==> src/rtl/puf_pkg.sv <==
// Shared types and defaults for the PUF response engine.
// State encoding and oscillator pairing constants.
package puf_pkg;

    localparam int SEL_W_DEF = 5;
    localparam logic [SEL_W_DEF-1:0] PAIR_XOR_DEF = 5'b10101;

    typedef enum logic [2:0] {
        IDLE,
        SETTLE,
        MEASURE,
        COMPARE,
        DONE
    } state_t;

endpackage

==> src/rtl/ro_edge_counter.sv <==
// Synchronises one ring-oscillator output and counts its rising edges.
// Counter saturates at all-ones; clr wins over counting.
module ro_edge_counter
    import puf_pkg::*;
#(
    parameter int CNT_W = 16
) (
    input  logic             clk,
    input  logic             rst_n,
    input  logic             ro,
    input  logic             clr,
    input  logic             en,
    output logic [CNT_W-1:0] cnt
);

    logic s1;
    logic s2;
    logic prev;
    logic rise;

    assign rise = s2 & ~prev;

    always_ff @(posedge clk) begin
        if (rst_n) begin
            s1   <= 1'b0;
            s2   <= 1'b0;
            prev <= 1'b0;
            cnt  <= '0;
        end else begin
            s1   <= ro;
            s2   <= s1;
            prev <= s2;
            if (clr)
                cnt <= '0;
            else if (en && rise && cnt != '1)
                cnt <= cnt + CNT_W'(1);
        end
    end

endmodule

==> src/rtl/puf_response_engine.sv <==
// Sweeps RESP_BITS challenges over two oscillator banks and compares
// gated edge counts to build a response word with a tie mask.
module puf_response_engine
    import puf_pkg::*;
#(
    parameter int SEL_W = SEL_W_DEF,
    parameter int CNT_W = 16,
    parameter int GATE_CYCLES = 1024,
    parameter int SETTLE_CYCLES = 8,
    parameter int RESP_BITS = 8,
    parameter logic [SEL_W-1:0] PAIR_XOR = SEL_W'(PAIR_XOR_DEF)
) (
    input  logic                 clk,
    input  logic                 rst_n,
    input  logic                 start,
    input  logic [SEL_W-1:0]     challenge,
    input  logic                 ro_a,
    input  logic                 ro_b,
    output logic [SEL_W-1:0]     sel_a,
    output logic [SEL_W-1:0]     sel_b,
    output logic                 busy,
    output logic                 done,
    output logic [RESP_BITS-1:0] response,
    output logic [RESP_BITS-1:0] tie_mask,
    output logic                 resp_valid
);

    localparam int IDX_W = (RESP_BITS > 1) ? $clog2(RESP_BITS) : 1;
    localparam int TMR_MAX = (GATE_CYCLES > SETTLE_CYCLES) ?
                             GATE_CYCLES : SETTLE_CYCLES;
    localparam int TMR_W = $clog2(TMR_MAX);
    localparam logic [TMR_W-1:0] SETTLE_END = TMR_W'(SETTLE_CYCLES - 1);
    localparam logic [TMR_W-1:0] GATE_END = TMR_W'(GATE_CYCLES - 1);
    localparam logic [IDX_W-1:0] IDX_LAST = IDX_W'(RESP_BITS - 1);

    state_t state;
    state_t state_nx;

    logic [TMR_W-1:0] tmr;
    logic [IDX_W-1:0] idx;
    logic [IDX_W-1:0] idx_inc;
    logic [SEL_W-1:0] base;
    logic [SEL_W-1:0] sel_nx;
    logic [CNT_W-1:0] cnt_a;
    logic [CNT_W-1:0] cnt_b;
    logic             cnt_clr;
    logic             cnt_en;
    logic             last;

    assign last    = (idx == IDX_LAST);
    assign idx_inc = idx + IDX_W'(1);
    assign sel_nx  = base + SEL_W'(idx_inc);

    ro_edge_counter #(.CNT_W(CNT_W)) u_cnt_a (
        .clk   (clk),
        .rst_n (rst_n),
        .ro    (ro_a),
        .clr   (cnt_clr),
        .en    (cnt_en),
        .cnt   (cnt_a)
    );

    ro_edge_counter #(.CNT_W(CNT_W)) u_cnt_b (
        .clk   (clk),
        .rst_n (rst_n),
        .ro    (ro_b),
        .clr   (cnt_clr),
        .en    (cnt_en),
        .cnt   (cnt_b)
    );

    always_comb begin
        state_nx = state;
        busy     = 1'b1;
        done     = 1'b0;
        cnt_clr  = 1'b0;
        cnt_en   = 1'b0;
        unique case (state)
            IDLE: begin
                busy = 1'b0;
                if (start)
                    state_nx = SETTLE;
            end
            SETTLE: begin
                cnt_clr = 1'b1;
                if (tmr == SETTLE_END)
                    state_nx = MEASURE;
            end
            MEASURE: begin
                cnt_en = 1'b1;
                if (tmr == GATE_END)
                    state_nx = COMPARE;
            end
            COMPARE: state_nx = last ? DONE : SETTLE;
            DONE: begin
                done     = 1'b1;
                state_nx = IDLE;
            end
            default: state_nx = IDLE;
        endcase
    end

    always_ff @(posedge clk) begin
        if (rst_n) begin
            state      <= IDLE;
            tmr        <= '0;
            idx        <= '0;
            base       <= '0;
            sel_a      <= '0;
            sel_b      <= '0;
            response   <= '0;
            tie_mask   <= '0;
            resp_valid <= 1'b0;
        end else begin
            state <= state_nx;
            tmr   <= (state_nx == state) ? tmr + TMR_W'(1) : '0;
            if (state == IDLE && start) begin
                base       <= challenge;
                idx        <= '0;
                sel_a      <= challenge;
                sel_b      <= challenge ^ PAIR_XOR;
                response   <= '0;
                tie_mask   <= '0;
                resp_valid <= 1'b0;
            end
            if (state == COMPARE) begin
                response[idx] <= (cnt_a > cnt_b);
                tie_mask[idx] <= (cnt_a == cnt_b);
                if (last) begin
                    resp_valid <= 1'b1;
                end else begin
                    idx   <= idx_inc;
                    sel_a <= sel_nx;
                    sel_b <= sel_nx ^ PAIR_XOR;
                end
            end
        end
    end

endmodule

==> config.mk <==
export PLATFORM = sky130hd
export DESIGN_NAME = puf_response_engine
export DESIGN_NICKNAME = d
export VERILOG_FILES = /design/src/rtl/puf_pkg.sv /design/src/rtl/ro_edge_counter.sv /design/src/rtl/puf_response_engine.sv
export SDC_FILE = /design/constraint.sdc
export NUM_CORES = 1
export LEC_CHECK = 0
export BUFFER_PORTS_ARGS = -buffer_cell sky130_fd_sc_hd__buf_2
export CORE_MARGIN = 2
export CORE_UTILIZATION = 55
export DETAILED_ROUTE_END_ITERATION = 10
export HOLD_SLACK_MARGIN = 0.08
export PLACE_DENSITY_LB_ADDON = 0.2
export SKIP_CTS_REPAIR_TIMING = 1
export SLEW_MARGIN = 40
export SYNTH_ARGS = -nofsm -noshare
export SYNTH_HDL_FRONTEND = slang
export SYNTH_SLANG_ARGS = --single-unit
==> constraint.sdc <==
create_clock -name clk -period 5 [get_ports clk]
set_input_delay 0.5 -clock clk [delete_from_list [all_inputs] [get_ports clk]]
set_output_delay 0.5 -clock clk [all_outputs]
set_load 0.005 [all_outputs]
==> results.md, run 1 <==
- Outcome: complete, no violations
- Antenna fix cells: 0
- Congestion Overflow GR: 0
- Hold Crit Start: ro_b
- Static Leakage: 1.78 nW
- Vias: 3605
- # fillers: 701
- Asr flop ratio synth: 0%
- Hold WC Path Type: in -> reg
- Peak supply drop: 0.150 mV
- Non-Filler Instances: 632
- Initial antenna violation count: 0
- #FFs+latches synth: 86
- Worst R2R Setup Slack: 2.71 ns
- Flip-flop and latch area: 0.00172 sq mm
- Vias in the first global route: 3441
- Die Y: 92.1 um
- Length of the first detailed-routing pass in iterations: 5
- Worst-path clk slew: 0.09 ns
- I/O pins: 39
- Layout Nets: 560
- Tot GR Track Use: 22.5%
- Post-Syn Area: 0.00427 sq mm
- XOR/XNOR share of the synthesized area: 7.39%
- Via density: 5.70
- Largest net degree at the start of global routing: 36
- WS Path Type: reg -> reg
- Area contributors post-synth: dfxtp_1 (40%), ha_1 (7.0%), xnor2_1 (5.1%)
- Clock Path Buffers: 2
- Depth of the CTS H-tree: 3
- Root Buffer: clkbuf_8
- Mapped Cells: 491
- Cts bufs inserted: 9
- First DRT Iteration DRCs: 116
- Row count: 32
- Clk sinks: 86
- Clk_skew: 0.00986 ns
- First-pass GRT wire length: 15500 um
- TritonCTS clock tree: done
- Startpoint type of the worst setup path: register
- RSZ-0062 raised after global routing: false
- Overall power: 1.24 mW
- Worst Max-Slew Pin Slew: 0.675 ns
- WL/cell: 14.3 um
- # DRC: 0
- Top_reg_cell synth: dfxtp_1
- Synth Area per Inst: 8.69 sq um
- Final Hold Fails: 0
- Max Freq: 436 MHz
- Worst Setup End Kind: register
- Compound-Gate Fraction of Synth Area: 12.9%
- Synth Area in Simple Gates: 27.4%
- Insertion delay of the later-clocked pin in the worst-skew pair: 0.36 ns
- Core area: 0.00761 sq mm
- # setup viols final: 0
- Post-synthesis mux area share: 0.733%
- Pwr dens: 263 mW/mm^2
- Die area: 0.00848 sq mm
- EDFF count, synth: 0
- Reg-to-reg endpoint: response[4]
- Endpoint, Worst Hold: u_cnt_b.s1
- Relative slew slack: 54.9%
- Main combinational cell family by area after synthesis: simple AND/OR/NAND/NOR gates
- Multi-input logic area: 0.00239 sq mm
- HPWL after DPL: 6570 um
- Crit Path Max Fanout: 8
- Dpl cells: 616
- WP data required: 5.22 ns
- Most common library cells after synthesis: dfxtp_1 (86), nor2_1 (58), nand2_1 (36), nand3_1 (32), a21oi_1 (26)
- Final worst path period need: 2.29 ns
- Post-route clock period utilization: 45.9%
- Final GP Congestion: 0.855
- Chip width: 92.1 um
- Final WL: 9040 um
- Final Slew Violations: 0
- Layout area overhead: 10.6%
- Most frequent cell after synthesis: dfxtp_1
- Post-route setup TNS: 0 ns
- Critical Path AT: 2.52 ns
- Synth area leader: dfxtp_1
- Hold Path Stages: 2
- Worst R2R Path Depth: 7
- Number of I/O port buffers: 38
- Post-synth top area share: 40.4%
- Sequential fraction of the synthesis area: 40.4%
- FF-to-FF Start: u_cnt_b.cnt[13]
- Max Cap Viol: 0
- Area share of fa/ha/maj cells after synthesis: 7.51%
- Initial Util: 56.1%
- Syn Nets: 526
- Number of unique standard cell types used by synthesis: 54
- Layout cells sized above 1: 13.8%
- Antenna-violating nets left: 0
- Synth warnings: 0
==> metrics by stage <==
| step | utilization, % | area (sq um) | setup WS [ns] | hold slack (ns) |
|---|---|---|---|---|
| after floorplan | - | 4270 | 3.10 | 0.414 |
| after global placement | 59.5 | 4530 | 2.78 | 0.417 |
| after detailed placement | 59.5 | 4530 | 2.73 | 0.428 |
| after CTS | 62.0 | 4720 | 2.70 | 0.347 |
| after global routing | 62.0 | 4720 | 2.51 | 0.364 |
| final | 62.0 | 4720 | 2.71 | 0.358 |
==> worst max-delay path, stage by stage (launching register included) <==
cell	delay (ns)
dfxtp_1	0.40
inv_1	0.09
ha_1	0.29
and4_1	0.24
nand4_1	0.26
a211oi_1	0.11
o311ai_2	0.62
o21ai_1	0.15
==> layer usage <==
| metal | share of wire (%) | routed length [um] | up-vias | GRT usage (%) |
|---|---|---|---|---|
| met5 | 0 | 0 | - | 0 |
| met4 | 1.4 | 131 | 0 | 7.71 |
| met1 | 45 | 4040 | 1719 | 26.7 |
| li1 | - | - | 1823 | - |
| met2 | 51 | 4610 | 51 | 40.0 |
| met3 | 2.9 | 265 | 12 | 5.01 |
==> report_power, final <==
part | internal, mW | switching [mW]
Clock | 0.202 | 0.270
Sequential | 0.696 | 0.00933
Combinational | 0.0219 | 0.0396
==> state kept, by name, indices dropped and copies added (netlist names), 3 cells and up <==
name	cells
u_cnt_a.cnt	16
u_cnt_b.cnt	16
tmr	10
response	8
tie_mask	8
base	5
sel_a	5
sel_b	5
idx	3
state	3
==> worst max-delay path by stage <==
| stage | from | to | slack [ns] | cells past startpoint |
|---|---|---|---|---|
| 2_1_floorplan | u_cnt_b.cnt[14] | response[0] | 3.10 | 7 |
| 3_3_place_gp | start | tmr[7] | 2.78 | 6 |
| 3_5_place_dp | start | tmr[7] | 2.73 | 6 |
| 4_1_cts | u_cnt_b.cnt[13] | response[4] | 2.70 | 7 |
| 5_1_grt | u_cnt_b.cnt[13] | response[3] | 2.51 | 7 |
| 6_report | u_cnt_b.cnt[13] | response[4] | 2.71 | 7 |
==> cell usage in the layout, fill, tap and decap left out, types with 5 or more instances in the layout <==
cell      instances
nor2b_1          10
nand3_1          32
o211ai_1          5
a211oi_1          7
nor3b_1           6
nor3_1           12
nor2_1           58
and3_1            8
xnor2_1          25
a21oi_1          26
clkbuf_8         10
buf_2            38
o21ai_1          10
nand2_1          36
nor4_1            6
inv_1            25
ha_1             24
nand4_1          17
a21o_1            7
xor2_1           11
dfxtp_1          86
and4_1            7
==> kinds of logic after synthesis <==
logic type,Yosys count
adder cells (fa/ha/maj),25
AND/OR/NAND/NOR,220
flip-flops,86
AO/OA/AOI/OAI,80
buffers and inverters,41
XOR/XNOR,36
multiplexers,3
==> layout make-up <==
class	instances	area share [%]
clock buffer	10	2.92
clock inverter	6	1.11
inverter	25	1.99
multi-input combinational	364	50.6
sequential	86	36.5
tap	102	2.71
timing repair buffer	39	4.19
(Power assumes the default switching activity.)
==> inputs of run 2 (changes only) <==
clock period = 2.3 ns   (was 5 ns; I/O delays follow)
==> results.md, run 2 (same netlist as run 1, synthesis figures left out) <==
- # setup viols final: 0 (unchanged)
- First-pass GRT wire length: 15500 um (+0.18%)
- HPWL after DPL: 6830 um (+4.0%)
- P_sw: 651 uW (+100%)
- Clk_skew: 0.0145 ns (+0.00467 ns)
- Number of I/O port buffers: 38 (unchanged)
- Antenna-violating nets left: 0 (unchanged)
- WS Path Type: reg -> reg
- Initial antenna violation count: 0 (unchanged)
- Worst-path clk slew: 0.09 ns (about the same)
- Largest net degree at the start of global routing: 25 (-31%)
- Initial Util: 56.1% (unchanged)
- Post-route clock period utilization: 92.1% (+46 points)
- FF-to-FF Start: u_cnt_b.cnt[13]
- Peak supply drop: 0.345 mV (+130%)
- Dpl cells: 624 (+1.3%)
- Worst Setup End Kind: register
- Via density: 5.67 (-0.57%)
- WL/cell: 14.3 um (-0.10%)
- WP data required: 2.53 ns (-2.69 ns)
- Max Cap Viol: 0 (unchanged)
- Length of the first detailed-routing pass in iterations: 5 (unchanged)
- Final GP Congestion: 0.849 (-0.68%)
- Combinational power share: 5.3% (+0.3 points)
- Worst Max-Slew Pin Slew: 0.607 ns (-0.0686 ns)
- Worst R2R Setup Slack: 0.18 ns (-2.53 ns)
- Final Hold Fails: 0 (unchanged)
- Core area: 0.00761 sq mm (unchanged)
- Critical Path Start: u_cnt_b.cnt[13]
- Commonest non-fill, non-tap cell in the layout: dfxtp_1
- Depth of the CTS H-tree: 3 (unchanged)
- Clock power frac: 39.7% (+1.6 points)
- Critical Path AT: 2.35 ns (-0.17 ns)
- Cts bufs inserted: 9 (unchanged)
- Chip width: 92.1 um (unchanged)
- Final WL: 9140 um (+1.0%)
- Worst Setup EP: response[6]
- Layout cells sized above 1: 15.3% (+1.5 points)
- Clk sinks: 86 (unchanged)
- Layout Nets: 568 (+1.4%)
- Vias in the first global route: 3399 (-1.2%)
- Root Buffer: clkbuf_8
- Int Pwr: 2.13 mW (+130%)
- Clock Path Buffers: 2 (unchanged)
- I/O pins: 39 (unchanged)
- Sw frac: 23.4% (-2.3 points)
- Static Leakage: 1.83 nW (+2.7%)
- Non-Filler Instances: 639 (+1.1%)
- Most frequent cells in the layout: dfxtp_1 (85), nor2_1 (58), buf_2 (38)
- Outcome: complete, no violations
- Reg power frac: 55.0% (-2.0 points)
- Row count: 32 (unchanged)
- Post-route setup TNS: 0 ns (unchanged)
- Die area: 0.00848 sq mm (unchanged)
- Final worst path period need: 2.12 ns (-0.174 ns)
- Congestion Overflow GR: 0 (unchanged)
- Layout area overhead: 12.7%
- Hold WC Path Type: in -> reg
- Tot GR Track Use: 22.6% (+0.091 points)
- Crit Path Max Fanout: 8 (unchanged)
- # fillers: 671 (-4.3%)
- Reg-to-reg endpoint: response[6]
- Relative slew slack: 59.4% (+4.5 points)
- Max Freq: 472 MHz (+8.2%)
- TritonCTS clock tree: done
- Biggest registers after layout: u_cnt_a.cnt (16), u_cnt_b.cnt (16), tmr (10)
- Worst R2R Path Depth: 7 (unchanged)
- Vias: 3624 (+0.53%)
- First DRT Iteration DRCs: 130 (+12%)
- # DRC: 0 (unchanged)
- Startpoint type of the worst setup path: register
- Insertion delay of the later-clocked pin in the worst-skew pair: 0.36 ns (about the same)
- Final Slew Violations: 0 (unchanged)
- Antenna fix cells: 0 (unchanged)
- Pwr dens: 577 mW/mm^2 (+120%)
- Die Y: 92.1 um (unchanged)
-- run 2: worst min-delay path by stage --
| stage | from | to | slack, ns | depth (start not counted) |
|---|---|---|---|---|
| after floorplan | ro_a | u_cnt_a.s1 | 0.36 | 1 |
| after detailed placement | u_cnt_b.s1 | u_cnt_b.s2 | 0.43 | 1 |
| after CTS | ro_b | u_cnt_b.s1 | 0.08 | 2 |
| after global placement | u_cnt_b.s1 | u_cnt_b.s2 | 0.42 | 1 |
| final | ro_b | u_cnt_b.s1 | 0.08 | 2 |
| after global routing | ro_a | u_cnt_a.s1 | 0.08 | 2 |
-- run 2: power by group through the flow --
stage                     Combinational, mW  Clock [mW]  Sequential (mW)
final                                 0.147        1.10             1.53
after global placement                0.145           0             1.56
after detailed placement              0.147           0             1.56
after floorplan                      0.0932           0             1.56
after global routing                  0.166        1.18             1.53
after CTS                             0.147        1.12             1.53
-- run 2: worst max-delay path, cell delays in order, from the launching register on --
cell      delay, ns
dfxtp_1        0.40
inv_1          0.07
ha_1           0.29
and4_2         0.27
nand4_1        0.23
or3_4          0.45
o311ai_4       0.15
o21ai_1        0.14
-- run 2: layout make-up --
type | instances | area, sq um | area share, %
inverters | 25 | 93.8 | 1.95
clock inverters | 4 | 53.8 | 1.12
repair buffers | 47 | 258 | 5.36
clock buffers | 11 | 151 | 3.15
flip-flops and latches | 86 | 1720 | 35.8
well taps | 102 | 128 | 2.65
multi-input cells | 364 | 2400 | 49.9
-- run 2: per-stage QoR --
stage / setup slack, ns / power, mW / hold WS [ns] / area (sq um) / utilization, %
2_1_floorplan: 0.400 / 1.66 / 0.358 / 4270 / -
3_3_place_gp: 0.164 / 1.71 / 0.416 / 4590 / 60.3
3_5_place_dp: 0.0791 / 1.71 / 0.431 / 4590 / 60.3
4_1_cts: 0.0469 / 2.80 / 0.0755 / 4790 / 63.0
5_1_grt: -0.0258 / 2.88 / 0.0837 / 4810 / 63.2
6_report: 0.181 / 2.78 / 0.0847 / 4810 / 63.2
-- run 2: per-layer routing --
layer | vias up | routed length [um] | GRT usage [%]
li1 | 1844 | - | -
met1 | 1717 | 4020 | 26.8
met2 | 48 | 4650 | 40.0
met3 | 15 | 281 | 5.34
met4 | 0 | 178 | 7.59
met5 | - | 0 | 0
==> inputs of run 3 (changes only) <==
RECOVER_POWER = 50   (was not set)
==> results.md, run 3 (same netlist as run 1, synthesis figures left out) <==
- Buffers & Inverters on Critical Path: 1 (unchanged)
- WL/cell: 14.4 um (+0.50%)
- Clk_skew: 0.0150 ns (+0.000444 ns)
- Length of the first detailed-routing pass in iterations: 4 (-1)
- P_sw: 649 uW (-0.32%)
- Initial Util: 56.1% (unchanged)
- Worst R2R Path Depth: 7 (unchanged)
- Reg power frac: 55.1% (about the same)
- Max Freq: 470 MHz (-0.31%)
- Pwr dens: 582 mW/mm^2 (+0.73%)
- # DRC: 0 (unchanged)
- Layout cells sized above 1: 12.5% (-2.8 points)
- Post-route clock period utilization: 92.4% (+0.29 points)
- Clock Path Buffers: 2 (unchanged)
- Final GP Congestion: 0.849 (unchanged)
- Startpoint type of the worst setup path: register
- Depth of the CTS H-tree: 3 (unchanged)
- Layout Nets: 568 (unchanged)
- # setup viols final: 0 (unchanged)
- Worst-path clk slew: 0.09 ns (about the same)
- Hold WC Path Type: in -> reg
- Crit Path Max Fanout: 8 (unchanged)
- CP cell instances: inv_1 > ha_1 > and4_2 > nand4_1 > or3_4 > o311ai_4 > o21ai_1
- Combinational power share: 5.2% (about the same)
- Final worst path period need: 2.13 ns (+0.00662 ns)
- CP max stage delay: 0.46 ns (about the same)
- Row count: 32 (unchanged)
- Worst R2R Setup Slack: 0.17 ns (about the same)
- Tot GR Track Use: 22.6% (unchanged)
- Final Hold Fails: 0 (unchanged)
- Most frequent cells in the layout: dfxtp_1 (85), nor2_1 (58), nand2_1 (37)
- Clock power frac: 39.7% (about the same)
- Sw frac: 23.4% (-0.031 points)
- HPWL after DPL: 6830 um (unchanged)
- Commonest non-fill, non-tap cell in the layout: dfxtp_1
- FF-to-FF Start: u_cnt_b.cnt[13]
- WS Path Type: reg -> reg
- Vias in the first global route: 3399 (unchanged)
- Peak supply drop: 0.346 mV (+0.13%)
- Critical Path AT: 2.36 ns (about the same)
- Antenna fix cells: 0 (unchanged)
- Final WL: 9180 um (+0.50%)
- # fillers: 679 (+1.2%)
- First-pass GRT wire length: 15500 um (unchanged)
- Via density: 5.67 (about the same)
- I/O pins: 39 (unchanged)
- TritonCTS clock tree: done
- Insertion delay of the later-clocked pin in the worst-skew pair: 0.36 ns (about the same)
- Die Y: 92.1 um (unchanged)
- Crit path max-delay cell type: or3_4
- Cell family with most CP delay: simple AND/OR/NAND/NOR gates
- Final Slew Violations: 0 (unchanged)
- Cts bufs inserted: 9 (unchanged)
- Vias: 3623 (-0.028%)
- Root Buffer: clkbuf_8
- Hold Path Stages: 2 (unchanged)
- Die area: 0.00848 sq mm (unchanged)
- First DRT Iteration DRCs: 122 (-6.2%)
- Post-route setup TNS: 0 ns (unchanged)
- Outcome: complete, no violations
- Reg-to-reg endpoint: response[6]
- Overall power: 2.77 mW (-0.19%)
- Int Pwr: 2.12 mW (-0.15%)
- Worst Max-Slew Pin Slew: 0.929 ns (+0.322 ns)
- Hold Crit Start: ro_b
- Max Cap Viol: 0 (unchanged)
- WP data required: 2.53 ns (about the same)
- Congestion Overflow GR: 0 (unchanged)
- Chip width: 92.1 um (unchanged)
- Largest net degree at the start of global routing: 25 (unchanged)
- Critical Path Start: u_cnt_b.cnt[13]
- Static Leakage: 1.76 nW (-3.8%)
- Relative slew slack: 38.1% (-21 points)
- Number of I/O port buffers: 38 (unchanged)
- Initial antenna violation count: 0 (unchanged)
- Worst Setup End Kind: register
- Core area: 0.00761 sq mm (unchanged)
- Biggest registers after layout: u_cnt_a.cnt (16), u_cnt_b.cnt (16), tmr (10)
- Layout area overhead: 11.7%
- Antenna-violating nets left: 0 (unchanged)
- Endpoint, Worst Hold: u_cnt_b.s1
- Min Hold Slack: 0.0822 ns (-0.00248 ns)
- Clk sinks: 86 (unchanged)
## run 3: changes by cell type in the layout (fill, tap and decap cells not counted)
cell | before | now
buf_2 | 38 | 28
nor3b_2 | 0 | 1
buf_4 | 9 | 7
nand4_2 | 1 | 0
nand2_4 | 1 | 0
nand2_1 | 36 | 37
nand4_1 | 17 | 18
nor3b_4 | 1 | 0
a21oi_2 | 1 | 0
clkbuf_1 | 0 | 12
a21oi_1 | 26 | 27
## run 3: area by class of cell
| class | count | area [sq um] | area share [%] |
|---|---|---|---|
| Inverter | 25 | 93.8 | 1.97 |
| Clock inverter | 4 | 53.8 | 1.13 |
| Tap cell | 102 | 128 | 2.68 |
| Sequential cell | 86 | 1720 | 36.2 |
| Multi-Input combinational cell | 364 | 2380 | 49.9 |
| Timing Repair Buffer | 47 | 238 | 4.99 |
| Clock buffer | 11 | 151 | 3.18 |
## run 3: worst register-to-register path, cell delays in order (launching register included)
cell and delay [ns]:
dfxtp_1 0.40, inv_1 0.07, ha_1 0.29, and4_2 0.27, nand4_1 0.23, or3_4 0.46, o311ai_4 0.15, o21ai_1 0.14
## run 3: worst max-delay path by stage
stage / endpoint / slack [ns] / depth (start not counted)
after floorplan: response[0] / 0.40 / 7
after global placement: response[2] / 0.16 / 7
after detailed placement: response[6] / 0.08 / 7
after CTS: response[6] / 0.05 / 7
after global routing: response[2] / -0.03 / 7
final: response[6] / 0.17 / 7
## run 3: power by group through the flow
stage / logic, mW / clock network [mW] / registers, mW
after floorplan: 0.0932 / 0 / 1.56
after detailed placement: 0.147 / 0 / 1.56
after CTS: 0.147 / 1.12 / 1.53
after global placement: 0.145 / 0 / 1.56
final: 0.145 / 1.10 / 1.53
after global routing: 0.162 / 1.18 / 1.53
## run 3: through the flow
step           utilization [%]  instances  instance area, sq um  worst slack [ns]
3_5_place_dp              60.3        624                  4590            0.0791
6_report                  62.6        639                  4770             0.174
2_1_floorplan                -        491                  4270             0.400
5_1_grt                   62.6        639                  4770           -0.0258
3_3_place_gp              60.3        624                  4590             0.164
4_1_cts                   63.0        639                  4790            0.0469
## run 3: per-layer routing
layer / GRT usage [%] / up-vias / part of all wire [%]
met5: 0 / - / 0
met1: 26.8 / 1711 / 44
met2: 40.0 / 58 / 50
met3: 5.34 / 15 / 3.5
met4: 7.59 / 0 / 1.9
li1: - / 1839 / -
